==> config.mk <==
export PLATFORM = sky130hd
export DESIGN_NAME = bp_be_int_result_pipe
export DESIGN_NICKNAME = d
export VERILOG_FILES = /design/src/rtl/bp_be_pkg.sv /design/src/rtl/bp_be_int_hazard_detect.sv /design/src/rtl/bp_be_int_result_pipe.sv
export SDC_FILE = /design/constraint.sdc
export NUM_CORES = 1
export LEC_CHECK = 0
export BUFFER_PORTS_ARGS = -buffer_cell sky130_fd_sc_hd__buf_2
export CAP_MARGIN = 20
export CORE_AREA = 2 2 195 197
export DETAILED_ROUTE_END_ITERATION = 10
export DIE_AREA = 0 0 197 199
export PLACE_DENSITY = 0.75
export RECOVER_POWER = 50
export SLEW_MARGIN = 10
export SYNTH_ARGS = -nofsm -noshare
export SYNTH_HDL_FRONTEND = slang
export SYNTH_SLANG_ARGS = --single-unit
==> constraint.sdc <==
create_clock -name clk_i -period 2.1 [get_ports clk_i]
set_clock_uncertainty 0.2 [all_clocks]
set_input_delay 0.315 -clock clk_i [delete_from_list [all_inputs] [get_ports clk_i]]
set_output_delay 0.315 -clock clk_i [all_outputs]
set_load 0.005 [all_outputs]
==> src/rtl/bp_be_pkg.sv <==
// Shared backend types: RV64 register widths and the integer forwarding entry.
package bp_be_pkg;

  localparam int unsigned rv64_reg_addr_width_gp = 5;
  localparam int unsigned rv64_reg_data_width_gp = 64;

  typedef struct packed {
    logic                              v;
    logic                              w_v;
    logic                              data_v;
    logic [rv64_reg_addr_width_gp-1:0] addr;
    logic [rv64_reg_data_width_gp-1:0] data;
  } bp_be_int_fwd_entry_s;

endpackage

==> src/rtl/bp_be_int_hazard_detect.sv <==
// Youngest-match scan for one source register: flags a hazard when the youngest
// in-flight writer of rs has not produced its data yet.
module bp_be_int_hazard_detect
  import bp_be_pkg::*;
#(
  parameter int unsigned els_p = 4
) (
  input  logic [rv64_reg_addr_width_gp-1:0]            rs_addr_i,
  input  logic [els_p-1:0][rv64_reg_addr_width_gp-1:0] addr_i,
  input  logic [els_p-1:0]                             vw_i,
  input  logic [els_p-1:0]                             data_v_i,
  output logic                                         hazard_o
);

  logic [els_p-1:0] match;
  logic [els_p-1:0] youngest;

  always_comb begin
    match = '0;
    for (int unsigned i = 0; i < els_p; i++) begin
      match[i] = vw_i[i] & (addr_i[i] == rs_addr_i) & (rs_addr_i != '0);
    end
    // Lowest set bit wins: index 0 is the youngest entry.
    youngest = match & ~(match - els_p'(1));
    hazard_o = |(youngest & ~data_v_i);
  end

endmodule

==> src/rtl/bp_be_int_result_pipe.sv <==
// Integer result pipeline feeding the bypass network and the register-file
// write port; merges late (mul/load) results at late_stage_p.
module bp_be_int_result_pipe
  import bp_be_pkg::*;
#(
  parameter int unsigned fwd_els_p = 4,
  parameter int unsigned late_stage_p = 2,
  localparam int unsigned reg_addr_width_lp = rv64_reg_addr_width_gp,
  localparam int unsigned reg_data_width_lp = rv64_reg_data_width_gp
) (
  input  logic                                           clk_i,
  input  logic                                           reset_n_i,
  input  logic                                           issue_v_i,
  input  logic                                           issue_rd_w_v_i,
  input  logic [reg_addr_width_lp-1:0]                   issue_rd_addr_i,
  input  logic                                           issue_data_v_i,
  input  logic [reg_data_width_lp-1:0]                   issue_data_i,
  input  logic                                           late_v_i,
  input  logic [reg_data_width_lp-1:0]                   late_data_i,
  input  logic                                           stall_i,
  input  logic [fwd_els_p-1:0]                           kill_i,
  input  logic [reg_addr_width_lp-1:0]                   rs1_addr_i,
  input  logic [reg_addr_width_lp-1:0]                   rs2_addr_i,
  output logic                                           hazard_o,
  output logic [fwd_els_p-1:0]                           fwd_rd_v_o,
  output logic [fwd_els_p-1:0][reg_addr_width_lp-1:0]    fwd_rd_addr_o,
  output logic [fwd_els_p-1:0][reg_data_width_lp-1:0]    fwd_rd_o,
  output logic                                           wb_v_o,
  output logic [reg_addr_width_lp-1:0]                   wb_addr_o,
  output logic [reg_data_width_lp-1:0]                   wb_data_o,
  output logic                                           late_err_o
);

  // Position a late entry occupies after advancing; absent if late_stage_p is last.
  localparam bit          late_adv_ok_lp = (late_stage_p + 1) < fwd_els_p;
  localparam int unsigned late_adv_lp    = late_adv_ok_lp ? late_stage_p + 1 : fwd_els_p - 1;

  bp_be_int_fwd_entry_s [fwd_els_p-1:0] stage_q, stage_d;
  logic                                 late_err_q, late_err_d;

  logic                                 late_pend, late_merge, late_orphan;
  logic [fwd_els_p-1:0]                 vw, data_v;
  logic                                 hazard_rs1, hazard_rs2;

  always_comb begin
    late_pend   = stage_q[late_stage_p].v & stage_q[late_stage_p].w_v &
                  ~stage_q[late_stage_p].data_v & ~kill_i[late_stage_p];
    late_merge  = late_v_i & late_pend;
    late_orphan = ~stall_i & late_pend & ~late_v_i;
    late_err_d  = (late_v_i & ~late_pend) | late_orphan;

    stage_d = stage_q;
    if (stall_i) begin
      for (int unsigned i = 0; i < fwd_els_p; i++) begin
        stage_d[i].v = stage_q[i].v & ~kill_i[i];
      end
      if (late_merge) begin
        stage_d[late_stage_p].data_v = 1'b1;
        stage_d[late_stage_p].data   = late_data_i;
      end
    end else begin
      stage_d[0].v      = issue_v_i;
      stage_d[0].w_v    = issue_rd_w_v_i & (issue_rd_addr_i != '0);
      stage_d[0].data_v = issue_data_v_i;
      stage_d[0].addr   = issue_rd_addr_i;
      stage_d[0].data   = issue_data_i;
      for (int unsigned i = 1; i < fwd_els_p; i++) begin
        stage_d[i]   = stage_q[i-1];
        stage_d[i].v = stage_q[i-1].v & ~kill_i[i-1];
      end
      if (late_adv_ok_lp) begin
        if (late_merge) begin
          stage_d[late_adv_lp].data_v = 1'b1;
          stage_d[late_adv_lp].data   = late_data_i;
        end
        // A late result that never showed up must not write back stale data.
        if (late_orphan) begin
          stage_d[late_adv_lp].w_v = 1'b0;
        end
      end
    end
  end

  always_ff @(posedge clk_i or negedge reset_n_i) begin
    if (!reset_n_i) begin
      stage_q    <= '0;
      late_err_q <= 1'b0;
    end else begin
      stage_q    <= stage_d;
      late_err_q <= late_err_d;
    end
  end

  always_comb begin
    for (int unsigned i = 0; i < fwd_els_p; i++) begin
      vw[i]            = stage_q[i].v & stage_q[i].w_v;
      data_v[i]        = stage_q[i].data_v;
      fwd_rd_v_o[i]    = stage_q[i].v & stage_q[i].w_v & stage_q[i].data_v;
      fwd_rd_addr_o[i] = stage_q[i].addr;
      fwd_rd_o[i]      = stage_q[i].data;
    end
    wb_v_o     = fwd_rd_v_o[fwd_els_p-1] & ~stall_i & ~kill_i[fwd_els_p-1];
    wb_addr_o  = stage_q[fwd_els_p-1].addr;
    wb_data_o  = stage_q[fwd_els_p-1].data;
    late_err_o = late_err_q;
    hazard_o   = hazard_rs1 | hazard_rs2;
  end

  bp_be_int_hazard_detect #(
    .els_p(fwd_els_p)
  ) u_hazard_rs1 (
    .rs_addr_i(rs1_addr_i),
    .addr_i   (fwd_rd_addr_o),
    .vw_i     (vw),
    .data_v_i (data_v),
    .hazard_o (hazard_rs1)
  );

  bp_be_int_hazard_detect #(
    .els_p(fwd_els_p)
  ) u_hazard_rs2 (
    .rs_addr_i(rs2_addr_i),
    .addr_i   (fwd_rd_addr_o),
    .vw_i     (vw),
    .data_v_i (data_v),
    .hazard_o (hazard_rs2)
  );

endmodule
==> flow_summary_export.csv <==
group,metric,value,unit
floorplanning,fp.dieH,199,µm
synth,synth_nets,1424,
floorplanning,core_area,37100,µm²
placement,place_inst,1910,
synth,yosys_register_bits,289,
pwr,peakVddDrop,0.836,mV
clock_tree,cts.clk_slew.worst_paths,0.06,ns
floorplanning,fp-row-count,71,
run,drv_cap,1,
synth,synthArstFlopShare,100,%
worst_setup_path,cp.required,1.58,ns
sta,setup_viol,5,
floorplanning,start_util,39.4,%
grt,overflow,0,
worst_setup_path,crit_arrival,2.33,ns
status,failed_checks,"capacitance limit, slew limit, setup timing",
worst_setup_path,slowest_stage,"dfrtp_2",
synth,synth_edf_count,0,
clock_tree,numCtsBuffers,30,
floorplanning,dieArea,39200,µm²
synth,ys_top_cells_by_count,"345 x buf_4, 289 x dfrtp_1, 152 x mux2_2",
route,avgRoutedWirePerCell,17.4,µm
pwr,design_power_total,16.5,mW
worst_setup_path,r2r_cells,5,
placement,pre_cts_ws,-0.158,ns
hold_path,hold_path_end,"stage_q[286]$_DFFE_PN0N_",
worst_setup_path,timing.rr.end,"wb_data_o[47]$_DFFE_PN0N_",
finish,drive_gt1_share,44.9,%
finish,areaGrowthSynthToFinish,23.2,%
worst_setup_path,path_class,"reg2out",
clock_tree,cts_sinks,289,
route,dr.pass1.iters,4,
clock_tree,cts_tree,"done",
pwr,p_leak,9.20,nW
grt,grt_use_total,18.0,%
route,ant_nets,0,
hold_path,hp-start,"kill_i[2]",
finish,nets,1771,
worst_setup_path,worst-r2r-setup-slack,0.12,ns
clock_tree,clk_path_buf_depth,3,
grt,grt_pass1_vias,10200,
synth,synth_cell_type_count,31,
route,via_per_inst,4.63,
worst_setup_path,r2r_start,"stage_q[214]$_DFFE_PN0N_",
sta,fin_crit,2.84,ns
finish,layout.cells.non_filler,2115,
sta,period_share,135,%
placement,port-buffer-count,505,
synth,synth_most_common_cell,"buf_4",
worst_setup_path,path_cells,"xor2_2 -> nor4_2 -> nand4_1 -> mux2i_1 -> nor3_1 -> o21ai_1 -> buf_2",
synth,netlist.top_cell.by_area,"dfrtp_1",
hold_path,min_path_cells,5,
synth,synth_area,14600,µm²
synth,synth.top_cell.area_share,49.4,%
grt,grt_max_degree,57,
sta,slew_headroom,-10.9,%
sta,tightest_slew,1.66,ns
sta,finalMaxSlewViolations,54,
route,remaining_drc_errors,0,
synth,synth.avg_cell_area,11.5,µm²
sta,hold_viol,0,
synth,ys_warn_count,0,
route,wl,36800,µm
route,drt_iter0_drc,358,
pwr,powerDensity,917,nW/µm²
placement,dpl.hpwl,25700,µm
grt,grt_pass1_wl,55900,µm
floorplanning,die_w,197,µm
sta,rsz0062_at_grt,"true",
synth,seq_area_frac_synth,49.4,%
synth,syn_inst,1270,
clock_tree,cts-root-buf,"clkbuf_16",
sta,fmax,352,MHz
synth,synth_ff_type,"dfrtp_1",
sta,fin_setup_tns,-1.64,ns
worst_setup_path,cpPeakStageDelay,0.43,ns
hold_path,hold_class,"in2reg",
floorplanning,num_io_pins,506,
worst_setup_path,cp-end-kind,"output port",
route,num_vias,9800,
clock_tree,h-tree-depth,1,
grt,antenna_found_initial,2,
synth,yosys-top-cells-area,"dfrtp_1 49%, buf_4 18%, mux2_2 12%",
clock_tree,worstSkewPairLatency,0.57,ns
worst_setup_path,start_kind,"flip-flop",
placement,routabilityCongestion,0.876,
worst_setup_path,worstPathMaxFanout,2,
status,status,"finished with violations",
sta,finalWorstSetupSlack,-0.742,ns
## stage by stage
step                util [%]  hold slack [ns]  instance area [µm²]
global route            48.6            0.157                18000
global placement        41.8           0.0835                15500
detailed placement      41.8           0.0900                15500
CTS                     48.8           0.0821                18100
floorplan                  -           -0.181                14600
finish                  48.6            0.160                18000
## worst max path at each step
stage,cells past startpoint,end,startpoint
2_1_floorplan,7,hazard_o,rs1_addr_i[0]
3_3_place_gp,8,hazard_o,rs2_addr_i[4]
3_5_place_dp,8,hazard_o,rs2_addr_i[4]
4_1_cts,7,hazard_o,fwd_rd_addr_o[12]$_DFFE_PN0N_
5_1_grt,7,hazard_o,fwd_rd_addr_o[12]$_DFFE_PN0N_
6_report,7,hazard_o,fwd_rd_addr_o[12]$_DFFE_PN0N_
## worst max-delay path: cells and delay by family, from the launching register on
kind                   cells  cell delay [ns]
XOR/XNOR                   1             0.16
multiplexers               1             0.21
AND/OR/NAND/NOR            3             0.58
buffers and inverters      1             0.16
flip-flops                 1             0.43
AO/OA/AOI/OAI              1             0.22
## placed cells by master (no fill, tap or decap), types with 5 or more instances in the layout
| master | netlist | routed |
|---|---|---|
| a21oi_1 | 66 | 66 |
| buf_12 | 0 | 6 |
| buf_2 | 14 | 457 |
| buf_4 | 345 | 47 |
| bufinv_16 | 0 | 8 |
| clkbuf_1 | 33 | 50 |
| clkbuf_16 | 0 | 31 |
| clkbuf_2 | 0 | 9 |
| clkinv_2 | 0 | 7 |
| dfrtp_1 | 289 | 288 |
| dlygate4sd3_1 | 0 | 146 |
| inv_1 | 68 | 68 |
| mux2_2 | 152 | 152 |
| mux2i_1 | 134 | 134 |
| nand2_1 | 8 | 7 |
| nand4_1 | 6 | 6 |
| nor2_1 | 69 | 69 |
| nor3_1 | 6 | 5 |
| xnor2_1 | 20 | 20 |
| xor2_1 | 20 | 19 |
## area by class of cell
cell class / count / area (µm²)
inverter: 68 / 255
clock inverter: 17 / 292
multi-input combinational: 511 / 4330
sequential: 289 / 7230
antenna: 1 / 2.50
timing repair buffer: 717 / 4490
tap: 474 / 593
clock buffer: 38 / 842
fill: 3176 / 19100
## per-layer routing
layer,up-vias,GRT usage [%],wire [µm]
li1,4529,-,-
met1,4759,21.1,14500
met2,417,30.8,18000
met3,93,5.27,2810
met4,2,7.77,1560
met5,-,0,13
## registers in the layout (all words and copies together) (netlist names)
| register | flops |
|---|---|
| fwd_rd_addr_o | 15 |
| fwd_rd_o | 192 |
| late_err_o | 1 |
| wb_data_o | 64 |
| data_v | 4 |
| wb_addr_o | 5 |
| stage_q | 8 |
## timing repair
action                     CTS  global route
pin swaps                    4             6
hold endpoints to repair   483             0
setup endpoints to repair    2             2
hold buffers               146             0
buffers inserted             2             1
gates resized for setup      3             5
## where the power goes
group          internal, mW  total, mW  switching, mW  leakage [nW]
combinational          1.78       3.35           1.57          5.31
sequential             6.41       7.14          0.731          3.33
clock                  3.81       6.05           2.24         0.559
## cell families after synthesis
group	after synthesis	share of synthesized area, %
AOI/OAI and AO/OA	76	2.68
xor gates and xnor gates	40	2.39
buffers and inverters	470	21.3
DFF	289	49.4
muxes	286	20.9
and+or+nand+nor	109	3.36
No activity file was read; power rests on OpenSTA's default activity.
